File: src/rtl/vertex_mem_responder.sv
// Read/write front end for a single-port vertex SRAM. Writes are posted into a FIFO
// and drained in idle read slots; reads that hit a buffered address wait for it to drain.
module vertex_mem_responder #(
  parameter int WIDTH = 32,
  parameter int DEPTH = 4
) (
  input  logic             clk,
  input  logic             rst,
  input  logic             rdEn,
  input  logic [WIDTH-1:0] rdAddr,
  output logic [WIDTH-1:0] rdData,
  output logic             rdValid,
  input  logic             wrEn,
  input  logic [WIDTH-1:0] wrAddr,
  input  logic [WIDTH-1:0] wrData,
  output logic             stall,
  output logic             idle,
  output logic [WIDTH-1:0] memAddr,
  output logic [WIDTH-1:0] memWData,
  output logic             memWe,
  input  logic [WIDTH-1:0] memRData
);

  localparam int PW = (DEPTH > 1) ? $clog2(DEPTH) : 1;

  logic [WIDTH-1:0] buf_addr [DEPTH];
  logic [WIDTH-1:0] buf_data [DEPTH];
  logic [PW-1:0]    head, tail;
  logic [PW:0]      count;
  logic             rd_pending;

  logic             hit, full, rd_acc, wr_acc, drain;
  logic [PW-1:0]    offset;

  // An entry is live when its distance from head is below the occupancy count.
  always_comb begin
    hit    = 1'b0;
    offset = '0;
    for (int unsigned i = 0; i < DEPTH; i++) begin
      offset = PW'(i) - head;
      if (({1'b0, offset} < count) && (buf_addr[i] == rdAddr))
        hit = 1'b1;
    end
    hit = hit & rdEn;
  end

  assign full   = (count == (PW+1)'(DEPTH));
  assign stall  = hit | (full & wrEn);
  assign rd_acc = ~rst & rdEn & ~stall;
  assign wr_acc = ~rst & wrEn & ~stall;
  assign drain  = ~rst & ~rd_acc & (count != '0);

  always_comb begin
    memAddr  = '0;
    memWData = '0;
    memWe    = 1'b0;
    if (rd_acc) begin
      memAddr = rdAddr;
    end else if (drain) begin
      memAddr  = buf_addr[head];
      memWData = buf_data[head];
      memWe    = 1'b1;
    end
  end

  assign rdData  = memRData;
  assign rdValid = rd_pending & ~rst;
  assign idle    = rst | ((count == '0) & ~rd_pending);

  always_ff @(posedge clk) begin
    if (rst) begin
      head       <= '0;
      tail       <= '0;
      count      <= '0;
      rd_pending <= 1'b0;
    end else begin
      rd_pending <= rd_acc;
      if (wr_acc)
        tail <= tail + 1'b1;
      if (drain)
        head <= head + 1'b1;
      case ({wr_acc, drain})
        2'b10:   count <= count + 1'b1;
        2'b01:   count <= count - 1'b1;
        default: count <= count;
      endcase
    end
  end

  always_ff @(posedge clk) begin
    if (wr_acc) begin
      buf_addr[tail] <= wrAddr;
      buf_data[tail] <= wrData;
    end
  end

endmodule

File: config.mk
export PLATFORM = sky130hd
export DESIGN_NAME = vertex_mem_responder
export DESIGN_NICKNAME = d
export VERILOG_FILES = /design/src/rtl/vertex_mem_responder.sv
export SDC_FILE = /design/constraint.sdc
export NUM_CORES = 1
export LEC_CHECK = 0
export BUFFER_PORTS_ARGS = -buffer_cell sky130_fd_sc_hd__buf_2
export CAP_MARGIN = 20
export CORE_MARGIN = 10
export CORE_UTILIZATION = 55
export CTS_BUF_LIST = sky130_fd_sc_hd__clkbuf_16
export DETAILED_ROUTE_END_ITERATION = 6
export PLACE_DENSITY = 0.79
export SYNTH_ARGS = -nofsm -noshare
export SYNTH_HDL_FRONTEND = slang
export SYNTH_SLANG_ARGS = --single-unit
File: constraint.sdc
create_clock -name clk -period 8.1 [get_ports clk]
set_input_delay 0.81 -clock clk [delete_from_list [all_inputs] [get_ports clk]]
set_output_delay 0.81 -clock clk [all_outputs]
set_load 0.02 [all_outputs]
# After elaboration in Yosys (flattened, before gate mapping)
# Memories as Yosys holds them, arrays and structs flattened. A register that Yosys moved wholly into a read port is not among the register bits.
# Cells that the tools add are included.
# classes
mul	0
eq_ne	7
order_cmp	4
div_mod_pow	0
n_reduce_logical	7
muxes	17
shifts	0
n_addsub	8
bitwise	16
# ops
operator	n
equality test 32 bit	4
two-way mux 32 bit	4
< comparator 2 x 3 -> 1 bit	4
bitwise AND 1 bit	10
two-way mux 1 bit	8
two-way mux 2 bit	4
one-hot mux 3 bit (2 select lines)	1
adder 2 x 1 -> 2 bit, second input constant	2
logical AND 1 bit	4
inverter 1 bit	4
subtractor 1 x 2 -> 2 bit, first input constant	2
subtractor 2 bit, first input constant	2
adder 3 x 1 -> 3 bit, second input constant	1
equality test 3 bit, second input constant	1
logical NOT 3 bit	1
nonzero test 3 bit	1
subtractor 3 x 1 -> 3 bit, second input constant	1
equality test 2 x 1 -> 1 bit, second input constant	1
equality test 2 bit, second input constant	1
bitwise OR 1 bit	2
nonzero test 2 bit	1
# totals
latch_bits	0
reg_bits	8
ram_bits	256
word_cells	65
n_memories	2
inputBits	132
out_inout_bits	100
romBits	0
# memory_table
name	words	word_bits	rd	rd_clocked_by_memory_dff	wr	line	source
buf_addr	4	32	5	1	1	26	logic [WIDTH-1:0] buf_addr [DEPTH];
buf_data	4	32	1	1	1	27	logic [WIDTH-1:0] buf_data [DEPTH];

# Longest topological paths before layout
# Gate-level depths: netlist of the first run.
# logic_depth
ltp_word	16
depth_mapped	17
depth_no_buf	15

# Least setup slack after synthesis of the first run
# Ideal clock, no wire load.
# synth_path
kind	input-to-reg
start	input port rdAddr[0]
end	memory buf_addr[0][0], enable pin
path_slack_ns	4.080
setup_ns	0.429
t_required_ns	7.671
cell_stages	8
arrival_ns	3.592
path_buffers	1
cell_sequence	buf_2 > xor2_1 > nor4_1 > o211ai_1 > nor4_2 > nor4_4 > o2111a_1 > and2_1
# synth_between
elab_chain_cells	12
elab_cells_between_ends	18
classes_between	eq/ne: 4; mux: 6; bitwise: 4; reduce/logical: 4
# synth_lines
item	line	source
start: declaration	10	input logic [WIDTH-1:0] rdAddr,
equality test 32 bit	41	if (({1'b0, offset} < count) && (buf_addr[i] == rdAddr))
logical AND 1 bit	41	
two-way mux 1 bit (3 in series)	41	
two-way mux 1 bit (*)	41	
bitwise AND 1 bit (*)	44	hit = hit & rdEn;
bitwise OR 1 bit (*)	48	assign stall = hit | (full & wrEn);
inverter 1 bit (*)	50	assign wr_acc = ~rst & wrEn & ~stall;
bitwise AND 1 bit (*)	50	
two-way mux 1 bit (*)	91	if (wr_acc) begin
two-way mux 1 bit (implied by the code) (*)	92	buf_addr[tail] <= wrAddr;
end: declaration	26	
# Every way passes the cells marked *; elsewhere a longest branch is shown, timed or not.

# Worst setup path after layout of the first run
# layout_path
start	register head[0]
end	output port memAddr[26]
# layout_between
elab_chain_cells	16
elab_cells_between_ends	25
classes_between	add/sub: 4; order compare: 4; mux: 6; bitwise: 7; reduce/logical: 4
# layout_lines
item	line	source
start: declaration	28	logic [PW-1:0] head, tail;
start signal: assignment	81	head <= head + 1'b1;
subtractor 1 x 2 -> 2 bit	40	offset = PW'(i) - head;
< comparator 2 x 3 -> 1 bit	41	
logical AND 1 bit	41	
two-way mux 1 bit (3 in series)	41	
two-way mux 1 bit (*)	41	
bitwise AND 1 bit (*)	44	
bitwise OR 1 bit (*)	48	
inverter 1 bit (*)	49	assign rd_acc = ~rst & rdEn & ~stall;
bitwise AND 1 bit (*)	49	
inverter 1 bit	51	assign drain = ~rst & ~rd_acc & (count != '0);
bitwise AND 1 bit (2 in series)	51	
two-way mux 32 bit	59	end else if (drain) begin
two-way mux 32 bit (*)	57	if (rd_acc) begin
end: declaration	18	output logic [WIDTH-1:0] memAddr,
# Marked as above.

==> metrics.md, run 1 <==
| Metric | Value |
|---|---|
| YS warnings | `0` |
| Clock latency on the worst-skew pair | `0.55 ns` |
| Final Cycle Share | `53.72%` |
| Sequential Area | `7893 um2` |
| Final max-slew violation count | `0` |
| Layout fillers | `1604` |
| Post-CTS setup repair buffer count | `0` |
| Synth top area share | `a little over 60%` |
| Final hold vios | `0` |
| Die height | `around 170 um` |
| Tightest Pin Transition | `roughly 0.83 ns` |
| Final Non-Filler Cells | `approximately 1200` |
| Commonest cells in the netlist | `edfxtp_1 (256), xor2_1 (98), mux4_2 (64)` |
| Layout Nets | `983` |
| Sequential share of the synthesized area | `between 60 and 70%` |
| Skew final | `0.009481 ns` |
| Mapped Area | `approximately 13000 um2` |
| Area occupied by multi-input gates | `about 4000 um2` |
| Ys flop type | `edfxtp_1` |
| Final core occ | `approximately 63%` |
| Initial antenna violation count | `3` |
| Worst R2R Setup Slack | `4.22 ns` |
| Critical Path Start | `head[0]` |
| Total wire length | `slightly below 30000 um` |
| DRT Pass-1 Iters | `5` |
| Quantity of hold-fixing buffers added after cts | `0` |
| Vias in the first global route | `between 7000 and 8000` |
| Worst R2R Start | `head[0]` |
| Die footprint | `roughly 30000 um2` |
| Hold Crit Class | `primary input to register` |
| CP arrival | `3.54 ns` |
| WL/cell | `between 20 and 30 um` |
| WS Path Type | `register to output port` |
| Critical Path RT | `~7.3 ns` |
| Initial cell density of the core | `55.64%` |
| All-layer global routing usage | `20.19%` |
| Total number of vias | `approximately 7000` |
| Row count | `55` |
| Pin count of the biggest net entering global routing | `53` |
| H-tree level count | `1` |
| Share of post-route cells with drive strength above 1 | `a little under two fifths` |
| Root Driver | `clkbuf_16` |
| Unique masters post-synth | `41` |
| Iteration-0 DRC Markers | `a little under 700` |
| P&R area growth vs syn | `12.65%` |
| Port Buffers | `roughly 170` |
| Ys async rst share | `0%` |
| Setup violators final | `0` |
| Dpl hpwl | `between 20000 and 25000 um` |
| EDFF count, synth | `~260` |
| Crit. End Element | `output port` |
| DR DRC count | `0` |
| Dpl cells | `between 1000 and 1500` |
| R2R cell count | `10` |
| CTS tree | `done` |
| Via-per-instance ratio | `6.074` |
| Most common cell in the netlist | `edfxtp_1` |
| Status | `finished clean` |
| Antenna Nets Post-Route | `0` |
| Mapped Cells | `roughly 730` |
| Crit-path max FO | `31` |
| RSZ-0062 raised after global routing | `false` |
| IO Count | `approximately 230` |
| R2R Path End | `buf_addr[0][13]` |
| Worst ir drop on vdd | `between 200 and 250 uV` |
| Synthesized area per cell | `17.13 um2` |
| TNS Setup | `0 ns` |
| Final hold slack | `0.4722 ns` |
| Yosys top cell by area | `edfxtp_1` |
| Max Cap Viol | `0` |
| Critical Path Source Type | `register` |
| Congestion Overflow GR | `0` |
| Die width | `roughly 170 um` |
| Clock buffer depth | `3` |
| Pleak | `roughly 0.0049 uW` |
| Synth Register Bits | `roughly 270` |
| Slew headroom | `44.38%` |
| CORE AREA | `roughly 23000 um2` |
| First-pass GRT wire length | `roughly 44000 um` |
| Min Tclk post-route | `4.351 ns` |
| Synth area leaders | `edfxtp_1 (61%), mux4_2 (12%), xor2_1 (6.9%), a32o_1 (2.6%), xnor2_1 (2.3%)` |
| CP endpoint | `memAddr[26]` |
| CTS clk-pin slew, worst paths | `roughly 0.06 ns` |
| Post-cts resize count | `0` |
| Pwr dens | `approximately 260 nW/um2` |
| Post-Syn Nets | `873` |
| Num CTS Buffers | `27` |
| FMAX | `~0.23 GHz` |
| Final GP Congestion | `0.8638` |
| Clk sinks | `roughly 270` |
==> cells in the final DEF (no fill, tap or decap), types with 18 or more instances in the layout <==
cell type  synthesis  routed
xnor2_1           33      33
mux4_2            64      64
buf_2             32     167
edfxtp_1         256     256
nor4_1            24      24
a32o_1            32      32
nor2b_2           18      18
clkbuf_16          0      27
inv_1             12      19
xor2_1            98      98
==> report_power, final <==
| group | switching [uW] | total, uW | internal (uW) | leakage [uW] |
|---|---|---|---|---|
| Combinational | 391 | 743 | 352 | 0.00205 |
| Sequential | 64.3 | 1630 | 1560 | 0.00241 |
| Clock | 516 | 1250 | 737 | 0.000467 |
| Total | 971 | 3620 | 2650 | 0.00493 |
==> logic make-up (layout without fill, tap and decap cells) <==
kind of cell               after synthesis  in the layout  share of synthesized area [%]
AOI/OAI and AO/OA                       52             52                          3.807
xor gates and xnor gates               131            131                          9.164
adders and majority gates               10             10                          1.059
buffers and inverters                  107            238                          5.216
DFF                                    266            266                          63.00
muxes                                   68             68                          11.86
other                                    0              3                              0
and+or+nand+nor                         97             97                          5.896
==> critical path: stages (launching register included) <==
cell      delay, ns
dfxtp_1        0.46
xnor2_1        0.19
inv_1          0.07
ha_1           0.27
a21oi_1        0.07
o211ai_1       0.22
nor4_2         0.10
nor4_4         0.46
and2_1         0.34
buf_4          0.42
a32o_1         0.21
buf_2          0.17
==> sequential cells by signal, summed over array words and instances, names as in the netlist, named ones only <==
register,cells
tail,2
buf_addr,128
buf_data,128
head,2
rd_pending,1
count,3
==> how the worst min path moves through the flow <==
stage | startpoint | to | cells after the start
floorplan | tail[1] | tail[1] | 2
global placement | tail[1] | tail[1] | 2
global route | wrData[27] | buf_data[2][27] | 1
CTS | wrData[27] | buf_data[3][27] | 1
detailed placement | tail[1] | tail[1] | 2
finish | wrData[27] | buf_data[1][27] | 1
==> through the flow <==
| stage | area [um2] | setup WS (ns) | total power [uW] |
|---|---|---|---|
| finish | 14100 | 3.749 | 3622 |
| global route | 14100 | 3.574 | 3754 |
| CTS | 14080 | 3.578 | 3637 |
| detailed placement | 13180 | 3.615 | 2396 |
| global placement | 13180 | 3.683 | 2386 |
| floorplan | 12520 | 4.080 | 2218 |
==> final cells by class <==
type,instances,share of cell area [%]
well taps,285,2.528
inverters,12,0.3193
repair buffers,176,6.493
diodes,3,0.05322
clock inverters,23,1.606
clock buffers,27,4.790
multi-input cells,358,28.25
flip-flops and latches,266,55.96
==> per-layer routing <==
layer	vias to the layer above	global-route usage [%]	share of wire, %
li1	3026	-	-
met1	3555	26.99	39
met2	325	32.35	49
met3	77	4.101	8.9
met4	2	7.146	3.2
met5	-	0	0.030
(Power assumes the default switching activity.)
==> inputs of run 2 (changes only) <==
CORE_UTILIZATION = 51   (was 55)
PLACE_DENSITY = 0.77   (was 0.79)
clock period = 3.8 ns   (was 8.1 ns; I/O delays follow)
==> metrics.md, run 2 (synthesis gave the netlist of run 1 again) <==
| Metric | Value |
|---|---|
| TNS Setup | `0 ns (unchanged)` |
| Max Cap Viol | `0 (unchanged)` |
| Critical Path Source Type | `register` |
| Die height | `176.7 um (+3.4%)` |
| Status | `finished clean` |
| IO Count | `232 (unchanged)` |
| CTS clk-pin slew, worst paths | `0.06 ns (about the same)` |
| Worst ir drop on vdd | `487.8 uV (+130%)` |
| Quantity of hold-fixing buffers added after cts | `0 (unchanged)` |
| Final Cycle Share | `97.40%` |
| Pin count of the biggest net entering global routing | `53 (unchanged)` |
| Layout Nets | `995 (+1.2%)` |
| Final GP Congestion | `0.8739 (+1.2%)` |
| Most used cell, CP | `nor4_4` |
| DRT met1 WL | `11750 um (+1.0%)` |
| Congestion Overflow GR | `0 (unchanged)` |
| All-layer global routing usage | `18.42% (-1.8 points)` |
| RSZ-0062 raised after global routing | `false` |
| WS Path Type | `register to output port` |
| First-pass GRT wire length | `43840 um (-1.0%)` |
| Worst setup margin | `0.09875 ns (-3.650 ns)` |
| Initial cell density of the core | `51.64% (-4.0 points)` |
| FMAX | `~0.27 GHz` |
| Layout fillers | `1841 (+15%)` |
| Iteration-0 DRC Markers | `603 (-12%)` |
| Pwr Total | `8002 uW (+120%)` |
| WL/cell | `24.48 um (-5.5%)` |
| Clk sinks | `266 (unchanged)` |
| Worst path cell trace | `xor2_1 -> nor4_1 -> nand4_1 -> nor4_4 -> nor4_4 -> buf_4 -> a211o_4 -> buf_8 -> nor2b_1 -> buf_2` |
| Highest-delay cell along the critical path | `nor4_1` |
| Crit-path max FO | `33 (+6.5%)` |
| Clock buffer depth | `3 (unchanged)` |
| H-tree level count | `1 (unchanged)` |
| DR DRC count | `0 (unchanged)` |
| Die footprint | `31220 um2 (+6.9%)` |
| Initial antenna violation count | `8 (+5)` |
| Crit. End Element | `output port` |
| Critical Path RT | `3.42 ns (-3.87 ns)` |
| P&R area growth vs syn | `15.92%` |
| Top Registers | `buf_addr: 128 flops, buf_data: 128 flops, count: 3 flops` |
| Pleak | `0.005087 uW (+3.2%)` |
| Met3 wire len | `2972 um (+13%)` |
| Highest Signal Layer | `met5` |
| Total number of vias | `6867 (-1.7%)` |
| CORE AREA | `24250 um2 (+7.8%)` |
| CP arrival | `3.32 ns (-0.22 ns)` |
| WL met2 | `14190 um (-2.8%)` |
| Final max-slew violation count | `0 (unchanged)` |
| Hold Crit Class | `primary input to register` |
| Skew final | `0.008928 ns (-0.0005534 ns)` |
| CTS tree | `done` |
| Antenna Nets Post-Route | `0 (unchanged)` |
| Area occupied by multi-input gates | `4061 um2 (+1.9%)` |
| Sequential Area | `7894 um2 (about the same)` |
| Pre-CTS setup slack | `0.3115 ns (-3.304 ns)` |
| Most frequent cells in the layout | `edfxtp_1 (256), buf_2 (167), xor2_1 (98)` |
| Slew headroom | `57.51% (+13 points)` |
| Clock latency on the worst-skew pair | `0.54 ns (about the same)` |
| Min Tclk post-route | `3.701 ns` |
| Total wire length | `29480 um (-1.1%)` |
| Final hold vios | `0 (unchanged)` |
| Max incr delay on CP | `0.43 ns (-0.03 ns)` |
| Setup violators final | `0 (unchanged)` |
| DRT Pass-1 Iters | `4 (-1)` |
| Vias in the first global route | `7143 (-1.5%)` |
| Fin area | `14510 um2 (+2.9%)` |
| Final Non-Filler Cells | `1204 (+4.7%)` |
| Tightest Pin Transition | `0.6373 ns (-0.1971 ns)` |
| Dpl cells | `1144 (+4.4%)` |
| Port Buffers | `167 (unchanged)` |
| Via-per-instance ratio | `5.703 (-6.1%)` |
| Die width | `176.7 um (+3.4%)` |
| Share of post-route cells with drive strength above 1 | `39.89% (+2.4 points)` |
| Row count | `57 (+3.6%)` |
| Dpl cell area | `13380 um2 (+1.5%)` |
| Commonest non-fill, non-tap cell in the layout | `edfxtp_1` |
| Pwr dens | `551.3 nW/um2 (+110%)` |
| Dpl hpwl | `20320 um (-0.94%)` |
| Root Driver | `clkbuf_16` |
| Num CTS Buffers | `28 (+3.7%)` |
run 2: area by class of cell:
class                           count  area share, %
Multi-Input combinational cell    358          27.98
Timing Repair Buffer              187          7.500
Inverter                           12         0.3103
Tap cell                          324          2.793
Clock inverter                     24          2.112
Antenna cell                        5        0.08621
Clock buffer                       28          4.828
Sequential cell                   266          54.39
run 2: critical path: cells and delay by family, from the launching register on:
family	cells	cell delay, ns
simple gates	5	1.24
buf+inv	3	0.56
flops	1	0.40
compound gates	1	0.33
xor+xnor	1	0.20
run 2: timing repair:
item,CTS,global route
pin swaps,1,3
setup buffers,3,0
gates resized for setup,1,16
endpoints found under the setup margin,42,46
run 2: power by group:
part	leakage (uW)	internal, uW	switching [uW]	total [uW]
clock network	0.000501	1820	1100	2920
registers	0.00241	3330	142	3470
logic	0.00218	785	827	1610
total	0.00509	5930	2070	8000
run 2: layer usage:
metal  track usage, %  up-vias
li1                 -     3054
met1            24.03     3441
met2            29.50      306
met3            6.209       62
met4            3.923        4
met5                0        -
run 2: through the flow:
stage	hold slack, ns	util, %
floorplan	0.4677	-
global placement	0.4868	55.18
detailed placement	0.5020	55.18
CTS	0.01812	59.44
global route	0.03352	59.81
finish	0.05182	59.86
run 2: worst paths after layout:
check             slack, ns             from         endpoint  depth (start not counted)
hold / removal         0.05       wrData[30]  buf_data[1][30]                          1
setup reg to reg       0.26  buf_addr[0][21]         count[2]                         15
hold reg to reg        0.52          tail[1]          tail[1]                          2
setup / recovery        0.1  buf_addr[0][21]     memWData[28]                         10
==> inputs of run 3 (changes only) <==
RECOVER_POWER = 100   (was default)
==> metrics.md, run 3 (synthesis gave the netlist of run 1 again) <==
| Metric | Value |
|---|---|
| CTS clk-pin slew, worst paths | `0.06 ns (about the same)` |
| Initial antenna violation count | `7 (-1)` |
| Most frequent cells in the layout | `edfxtp_1 (256), xor2_1 (98), clkbuf_1 (78)` |
| WS Path Type | `register to output port` |
| Switching Power | `2069 uW (about the same)` |
| Final GP Congestion | `0.8739 (unchanged)` |
| Slew headroom | `44.45% (-13 points)` |
| Root Driver | `clkbuf_16` |
| Min Tclk post-route | `3.712 ns (+0.01098 ns)` |
| Total wire length | `29600 um (+0.40%)` |
| Skew final | `0.007544 ns (-0.001384 ns)` |
| Die height | `176.7 um (unchanged)` |
| DRT Pass-1 Iters | `5 (+1)` |
| CTS tree | `done` |
| Tightest Pin Transition | `0.8332 ns (+0.1959 ns)` |
| Final max-slew violation count | `0 (unchanged)` |
| First-pass GRT wire length | `43840 um (unchanged)` |
| H-tree level count | `1 (unchanged)` |
| Via-per-instance ratio | `5.707 (about the same)` |
| Share of post-route cells with drive strength above 1 | `30.74% (-9.1 points)` |
| CORE AREA | `24250 um2 (unchanged)` |
| Hold Crit Class | `primary input to register` |
| Dpl cell area | `13380 um2 (unchanged)` |
| Crit-path max FO | `33 (unchanged)` |
| Switching Fraction | `25.93% (+0.049 points)` |
| All-layer global routing usage | `18.42% (unchanged)` |
| Max Cap Viol | `0 (unchanged)` |
| P&R area growth vs syn | `14.60%` |
| Pwr dens | `556.1 nW/um2 (+0.86%)` |
| WL/cell | `24.60 um (+0.48%)` |
| Sequential share of power | `43.5% (about the same)` |
| RSZ-0062 raised after global routing | `false` |
| Logic gate share of total power | `19.9% (-0.2 points)` |
| Critical Path Source Type | `register` |
| Status | `finished clean` |
| Worst ir drop on vdd | `491.0 uV (+0.65%)` |
| Critical Path RT | `3.42 ns (about the same)` |
| Layout Nets | `995 (unchanged)` |
| Clock Power Share | `36.6% (about the same)` |
| Setup violators final | `0 (unchanged)` |
| Congestion Overflow GR | `0 (unchanged)` |
| Internal | `5910 uW (-0.35%)` |
| Vias in the first global route | `7143 (unchanged)` |
| Iteration-0 DRC Markers | `674 (+12%)` |
| Pin count of the biggest net entering global routing | `53 (unchanged)` |
| Final hold vios | `0 (unchanged)` |
| Antenna Nets Post-Route | `0 (unchanged)` |
| FMAX | `0.2694 GHz (-0.30%)` |
| R2R cell count | `12 (-3)` |
| Hold Path Cell Cnt | `1 (unchanged)` |
| Port Buffers | `167 (unchanged)` |
| Num CTS Buffers | `28 (unchanged)` |
| Die width | `176.7 um (unchanged)` |
| Row count | `57 (unchanged)` |
| IO Count | `232 (unchanged)` |
| CP arrival | `3.33 ns (about the same)` |
| Dpl hpwl | `20320 um (unchanged)` |
| Fin area | `14350 um2 (-1.1%)` |
| Initial cell density of the core | `51.64% (unchanged)` |
| Clock buffer depth | `3 (unchanged)` |
| Clock latency on the worst-skew pair | `0.54 ns (about the same)` |
| TNS Setup | `0 ns (unchanged)` |
| Top Registers | `buf_addr: 128 flops, buf_data: 128 flops, count: 3 flops` |
| Crit. End Element | `output port` |
| Layout fillers | `1877 (+2.0%)` |
| DR DRC count | `0 (unchanged)` |
| Die footprint | `31220 um2 (unchanged)` |
| Pleak | `0.004801 uW (-5.6%)` |
| Total number of vias | `6865 (-0.029%)` |
| Clk sinks | `266 (unchanged)` |
| Final Cycle Share | `97.69% (+0.29 points)` |
| Commonest non-fill, non-tap cell in the layout | `edfxtp_1` |
## run 3: cell count changes in the layout (fill, tap and decap cells not counted), moves of 3 or more
cell | before | now
clkbuf_1 | 0 | 78
buf_4 | 11 | 8
clkbuf_2 | 0 | 55
buf_12 | 7 | 3
buf_2 | 167 | 39
## run 3: final cells by class
class                      count  area, um2  area share, %
antenna                        4      10.01        0.06976
clock buffer                  28      700.7          4.883
clock inverter                24      306.5          2.136
inverter                      12      45.04         0.3139
multi-input combinational    358       4059          28.29
sequential                   266       7894          55.01
tap                          324      405.4          2.825
timing repair buffer         187      928.4          6.470
## run 3: worst paths after layout
kind | startpoint | endpoint | slack [ns]
worst max-delay path | buf_addr[0][21] | memWData[28] | 0.09
worst min-delay path | wrData[30] | buf_data[1][30] | 0.09
worst max register to register | count[1] | buf_data[0][27] | 0.25
worst min register to register | tail[1] | tail[1] | 0.52
## run 3: per-stage QoR
stage / setup WS (ns) / hold WS, ns / util, % / power [uW] / std cells
2_1_floorplan: 0.4630 / 0.4677 / - / 4724 / 731
4_1_cts: 0.06185 / 0.01812 / 59.44 / 8074 / 1199
3_5_place_dp: 0.3115 / 0.5020 / 55.18 / 5154 / 1144
6_report: 0.08777 / 0.09113 / 59.17 / 7979 / 1203
5_1_grt: 0.01192 / 0.08275 / 59.13 / 8270 / 1199
3_3_place_gp: 0.3589 / 0.4868 / 55.18 / 5136 / 1144
## run 3: per-layer routing
metal,routed length [um],vias to the layer above,track usage [%]
met1,11720,3451,24.03
met3,3009,66,6.209
met2,14280,294,29.50
li1,-,3050,-
met5,25,-,0
met4,558,4,3.923
## run 3: what timing repair did
action / in CTS / in global routing
cloned: 0 / 0
buffers inserted: 3 / 0
endpoints found under the hold margin: 0 / 0
endpoints found under the setup margin: 42 / 46
pin swaps: 1 / 3
gates resized for setup: 1 / 16
hold buffers: 0 / 0
## run 3: power groups by stage
stage | Combinational, uW | Clock, uW | Sequential [uW]
2_1_floorplan | 1300 | 0 | 3420
3_3_place_gp | 1610 | 0 | 3530
3_5_place_dp | 1620 | 0 | 3540
4_1_cts | 1630 | 2970 | 3470
5_1_grt | 1710 | 3070 | 3490
6_report | 1590 | 2920 | 3470
## run 3: critical path, stage by stage, from the launching register on
cell,delay [ns]
edfxtp_1,0.40
xor2_1,0.20
nor4_1,0.43
nand4_1,0.22
nor4_4,0.31
nor4_4,0.07
buf_4,0.16
a211o_4,0.33
buf_8,0.21
nor2b_1,0.20
clkbuf_2,0.19
